$ cat src/rtl/window_scan_ctrl.sv
`default_nettype none
// +----------------------------------------------------------------------------+
// | window_scan_ctrl                                                           |
// | Sequences band loads and window steps of the sliding-window shift stage    |
// | and hands each window to the convolution engine over valid/ready.          |
// | Revision: 1.0                                                              |
// +----------------------------------------------------------------------------+
module window_scan_ctrl #(
  parameter int IMAGE_WIDTH  = 5,
  parameter int IMAGE_HEIGHT = 5,
  parameter int FILTER_SIZE  = 3,
  parameter int CW           = $clog2(IMAGE_WIDTH),
  parameter int RW           = $clog2(IMAGE_HEIGHT)
) (
  input  logic          clk,
  input  logic          rst,
  input  logic          start,
  input  logic          abort,
  output logic          buf_req,
  input  logic          buf_valid,
  output logic          shift_en,
  output logic          shift_buffer,
  input  logic          window_valid,
  input  logic          new_buffer,
  output logic          conv_valid,
  input  logic          conv_ready,
  output logic [CW-1:0] win_col,
  output logic [RW-1:0] win_row,
  output logic          busy,
  output logic          frame_done,
  output logic          seq_err
);

  localparam logic [CW-1:0] c_LAST_COL = CW'(IMAGE_WIDTH - FILTER_SIZE);
  localparam logic [RW-1:0] c_LAST_ROW = RW'(IMAGE_HEIGHT - FILTER_SIZE);

  typedef enum logic [2:0] {
    S_IDLE  = 3'd0,
    S_REQ   = 3'd1,
    S_LOAD  = 3'd2,
    S_WAIT  = 3'd3,
    S_ISSUE = 3'd4,
    S_SHIFT = 3'd5,
    S_NEXT  = 3'd6,
    S_DONE  = 3'd7
  } state_t;

  state_t        r_state;
  state_t        w_next;
  logic          r_settled;
  logic [CW-1:0] r_col;
  logic [RW-1:0] r_row;
  logic          r_seq_err;

  always_ff @(posedge clk or posedge rst) begin
    if (rst) begin
      r_state <= S_IDLE;
    end else begin
      r_state <= w_next;
    end
  end

  always_comb begin
    w_next = r_state;
    case (r_state)
      S_IDLE:  if (start) w_next = S_REQ;
      S_REQ:   if (buf_valid) w_next = S_LOAD;
      S_LOAD:  w_next = S_WAIT;
      // The first WAIT cycle lets the shift stage output settle.
      S_WAIT:  if (r_settled && window_valid) w_next = S_ISSUE;
      S_ISSUE: if (conv_ready) w_next = (r_col == c_LAST_COL) ? S_NEXT : S_SHIFT;
      S_SHIFT: w_next = S_WAIT;
      S_NEXT:  w_next = (r_row == c_LAST_ROW) ? S_DONE : S_REQ;
      S_DONE:  w_next = S_IDLE;
      default: w_next = S_IDLE;
    endcase
    if (abort) w_next = S_IDLE;
  end

  always_ff @(posedge clk or posedge rst) begin
    if (rst) begin
      r_settled <= 1'b0;
      r_col     <= '0;
      r_row     <= '0;
      r_seq_err <= 1'b0;
    end else begin
      r_settled <= (r_state == S_WAIT) && !abort;
      // Abort freezes the window position and the error flag.
      if (!abort) begin
        case (r_state)
          S_IDLE: begin
            if (start) begin
              r_col     <= '0;
              r_row     <= '0;
              r_seq_err <= 1'b0;
            end
          end
          S_WAIT: begin
            if (new_buffer && (r_col < c_LAST_COL)) r_seq_err <= 1'b1;
          end
          S_SHIFT: r_col <= r_col + CW'(1);
          S_NEXT: begin
            if (r_row != c_LAST_ROW) begin
              r_row <= r_row + RW'(1);
              r_col <= '0;
            end
          end
          default: ;
        endcase
      end
    end
  end

  assign buf_req      = (r_state == S_REQ);
  assign shift_en     = (r_state == S_LOAD);
  assign shift_buffer = (r_state == S_SHIFT);
  assign conv_valid   = (r_state == S_ISSUE);
  assign frame_done   = (r_state == S_DONE);
  assign busy         = (r_state != S_IDLE);
  assign win_col      = r_col;
  assign win_row      = r_row;
  assign seq_err      = r_seq_err;

endmodule
`default_nettype wire

$ cat config.mk
export PLATFORM = sky130hd
export DESIGN_NAME = window_scan_ctrl
export DESIGN_NICKNAME = d
export VERILOG_FILES = /design/src/rtl/window_scan_ctrl.sv
export SDC_FILE = /design/constraint.sdc
export NUM_CORES = 1
export LEC_CHECK = 0
export ABC_AREA = 1
export CAP_MARGIN = 30
export CORE_AREA = 2 2 44 46
export CTS_CLUSTER_DIAMETER = 150
export DETAILED_ROUTE_END_ITERATION = 10
export DIE_AREA = 0 0 46 48
export HOLD_SLACK_MARGIN = 0.02
export PLACE_DENSITY_LB_ADDON = 0.25
export SLEW_MARGIN = 0
export SYNTH_ARGS = -nofsm -noshare
export SYNTH_HDL_FRONTEND = slang
export SYNTH_SLANG_ARGS = --single-unit
$ cat constraint.sdc
create_clock -name clk -period 3.91 [get_ports clk]
set_clock_uncertainty 0.2 [all_clocks]
set_input_delay 0.782 -clock clk [delete_from_list [all_inputs] [get_ports clk]]
set_output_delay 0.782 -clock clk [all_outputs]
set_load 0.03 [all_outputs]
==> key figures <==
Status
  • Outcome: complete, no violations

Run
  • Total of max-cap violations: 0

Final layout
  • Multi-input combinational cell area: 465 um2
  • Storage element area: 275 um2
  • Fraction of final layout cells with drive strength greater than 1: between 15 and 20%
  • Most common library cell in the layout ignoring fill and taps: nand2_1
  • Antenna Diode Count: 0
  • Top library cells by usage in the layout, fill and taps aside: nand2_1, clkdlybuf4s50_1, inv_1, nand3_1, dfrtp_1
  • Number of filler instances in the final layout: 164
  • P&R area growth vs syn: 27.7%
  • Post-layout net count: 145

Timing
  • Minimum setup slack in the final design: ~1.0 ns
  • Final slew viol count: 0
  • Period utilization: about three quarters
  • Slew Limit Headroom: 70.4%
  • Actual transition at the worst max-transition pin: between 0.4 and 0.5 ns
  • Post-route minimum period: 2.87 ns
  • Endpoints failing hold: 0
  • Total negative setup slack: 0 ns
  • Setup violations, final: 0
  • Setup repair after global routing missed its margin: no
  • Fmax: 349 MHz

GRT
  • Via count of the first global-routing pass: between 600 and 700
  • Met2 track demand over resource in global routing: approximately 29%
  • Largest net degree at the start of global routing: 12
  • First-pass GRT wire length: between 2000 and 3000 um
  • GRT busiest layer: met2
  • Remaining Overflow, GRT: 0
  • Overall global routing resource usage: 18.0%
  • Global-route track usage on met1: 24.4%
  • Met3 global-route usage: under 10%
  • Number of antenna violations at the first check in global routing: 0

Drt
  • Detail-routed net length per standard cell: between 10 and 15 um
  • Initial drt markers: 34
  • DRT Wirelength: around 1800 um
  • Via density per instance: 5.33
  • Length of the first detailed-routing pass in iterations: 4
  • Remaining antenna violation count after routing: 0
  • Total via count after detailed routing: 794
  • Drt drc: 0

Synthesis
  • Area share of xor/xnor cells in the synthesized design: around 1.1%
  • YS warnings: 0
  • #FFs+latches synth: 11
  • Synth Area in Compound Gates: 4.54%
  • Avg Cell Area, Syn: 7.52 um2
  • Synthesized netlist cell count: 110
  • Main combinational cell family by area after synthesis: simple AND/OR/NAND/NOR gates
  • Post-synthesis share of cell area spent on full adders, half adders and majority gates: 6.05%
  • Fraction of the yosys area taken by sequential cells: 33.3%
  • Number of nets produced by synthesis: roughly 120
  • Area share of and/or/nand/nor cells after synthesis: roughly 45%
  • Post-synthesis cell area: 827 um2
  • Count of different cell masters after synthesis: 26
  • Multiplexer fraction of the synthesized cell area: 0%

CTS
  • Register clock-pin slew on the reported worst setup and hold paths: 0.08 ns
  • Level count of the clock H-tree: 1
  • Clock buffers created by TritonCTS: 3
  • Number of sinks on the clock net: 11
  • Number of hold buffers added after cts: 0
  • CTS tree: done
  • Skew-Pair Late Insertion Delay: roughly 0.27 ns
  • CTS root buffer: clkbuf_4
  • Maximum count of clock buffers along a single path: 2
  • Post CTS Setup Buffer Count: 0
  • Number of gates resized after cts: 0

Critical path
  • Worst r2r path cells: 6
  • Data arrival time at the worst-slack endpoint: 1.89 ns
  • Required time of the worst setup path: 2.93 ns
  • R2R Path End: seq_err$_DFFE_PP0P_
  • Start of the worst register-to-register path: r_state[2]$_DFFE_PP0P_
  • Startpoint class of the critical path: flip-flop
  • Largest delay share family, worst path: buffers and inverters
  • Critical path endpoint category: primary output
  • Minimum setup slack among reg-to-reg paths: 2.34 ns
  • CP max-delay cell: clkdlybuf4s50_1
  • Worst-path fanout max: 6
  • Max incr delay on CP: 0.67 ns
  • Worst path buffer plus inverter count: 3
  • Critical path cell sequence: inv_2, nor2_2, nand2_1, clkinv_1, clkdlybuf4s50_1
  • Startpoint-to-endpoint class of the critical path: reg -> out

Placement
  • Post-Place Setup Slack: ~1.4 ns
  • Half-perimeter wire length after placement: between 1000 and 1500 um
  • Buffers on Ports: 20
  • Last weighted congestion value of the routability-driven placer: about 0.85

Die
  • I/O Pins: 21
  • Die Footprint: around 2200 um2
  • Initial core utilization: 49.0%
  • Die height: between 40 and 50 um
  • DIE WIDTH: 46 um
  • Core area: 1690 um2
  • Std-Cell Rows: 15

Power
  • Power Density: roughly 460 nW/um2
  • Leakage power summed over all cells: 0.000560 uW
  • Peak supply drop: 0.322 mV

Worst hold path
  • Hold path startpoint: seq_err$_DFFE_PP0P_
  • WHS Path Cells: 2
  • Kind of path behind the tightest hold check: reg -> reg
  • Endpoint with the worst hold slack: seq_err$_DFFE_PP0P_
==> synthesized netlist by cell type, drive strengths merged <==
cell    instances  share of area, %
dfrtp          11                33
buf             2               2.3
a21oi           1              0.60
xor2            1               1.1
and2            1              0.76
or2             1              0.76
ha              4               6.1
nand3          17                13
nand4           2               1.5
nand2          33                16
clkinv          1              0.45
nor2           12                11
nand3b          1              0.91
inv            17               7.7
nor3            1              0.60
o21ai           5               3.9
==> registers in the layout, indices dropped and copies added (netlist names) <==
signal     cells
seq_err        1
win_row        3
win_col        3
r_settled      1
r_state        3
==> tightest hold or removal path, delay by kind of cell (launching register included) <==
kind	cells	cell delay [ns]
DFF	1	0.35
and+or+nand+nor	1	0.05
AOI/OAI and AO/OA	1	0.06
==> cell type report <==
type | count | area share, %
multi-input combinational | 79 | 44.1
tap | 17 | 2.01
timing repair buffer | 20 | 19.0
inverter | 18 | 6.40
clock buffer | 4 | 2.49
sequential | 11 | 26.1
==> cell families (layout without fill, tap and decap cells) <==
group / Yosys count / count (layout)
fa+ha+maj: 4 / 4
xor+xnor: 1 / 1
compound gates: 6 / 6
simple gates: 68 / 68
flops: 11 / 11
buf+inv: 20 / 42
==> worst max-delay path by stage <==
stage | depth (start not counted) | slack [ns] | from | endpoint
after floorplan | 2 | 1.72 | r_state[2]$_DFFE_PP0P_ | buf_req
after global placement | 5 | 1.40 | r_state[0]$_DFFE_PP0P_ | shift_buffer
after detailed placement | 5 | 1.35 | r_state[0]$_DFFE_PP0P_ | shift_buffer
after CTS | 5 | 1.05 | r_state[0]$_DFFE_PP0P_ | shift_buffer
after global routing | 5 | 0.95 | r_state[0]$_DFFE_PP0P_ | shift_buffer
final | 5 | 1.04 | r_state[0]$_DFFE_PP0P_ | shift_buffer
==> power by group <==
group	switching (uW)	internal (uW)	total [uW]
combinational	158	91.5	249
sequential	27.1	126	153
clock	40.4	39.4	79.8
==> per-layer routing <==
layer	routed length [um]	share of wire, %
met1	791	44
met2	883	49
met3	105	5.8
met4	19	1.1
met5	0	0
==> through the flow <==
step                      total power (uW)  std cells  hold slack [ns]  util (%)  cell area, um2
final                                  483        149            0.302      62.5            1060
after floorplan                        334        110            0.313         -             827
after detailed placement               402        145            0.286      61.0            1030
after global placement                 396        145            0.282      61.0            1030
after global routing                   511        149            0.347      62.5            1060
after CTS                              481        149            0.305      62.5            1060
Note: power is estimated with default switching activity, not from simulation.
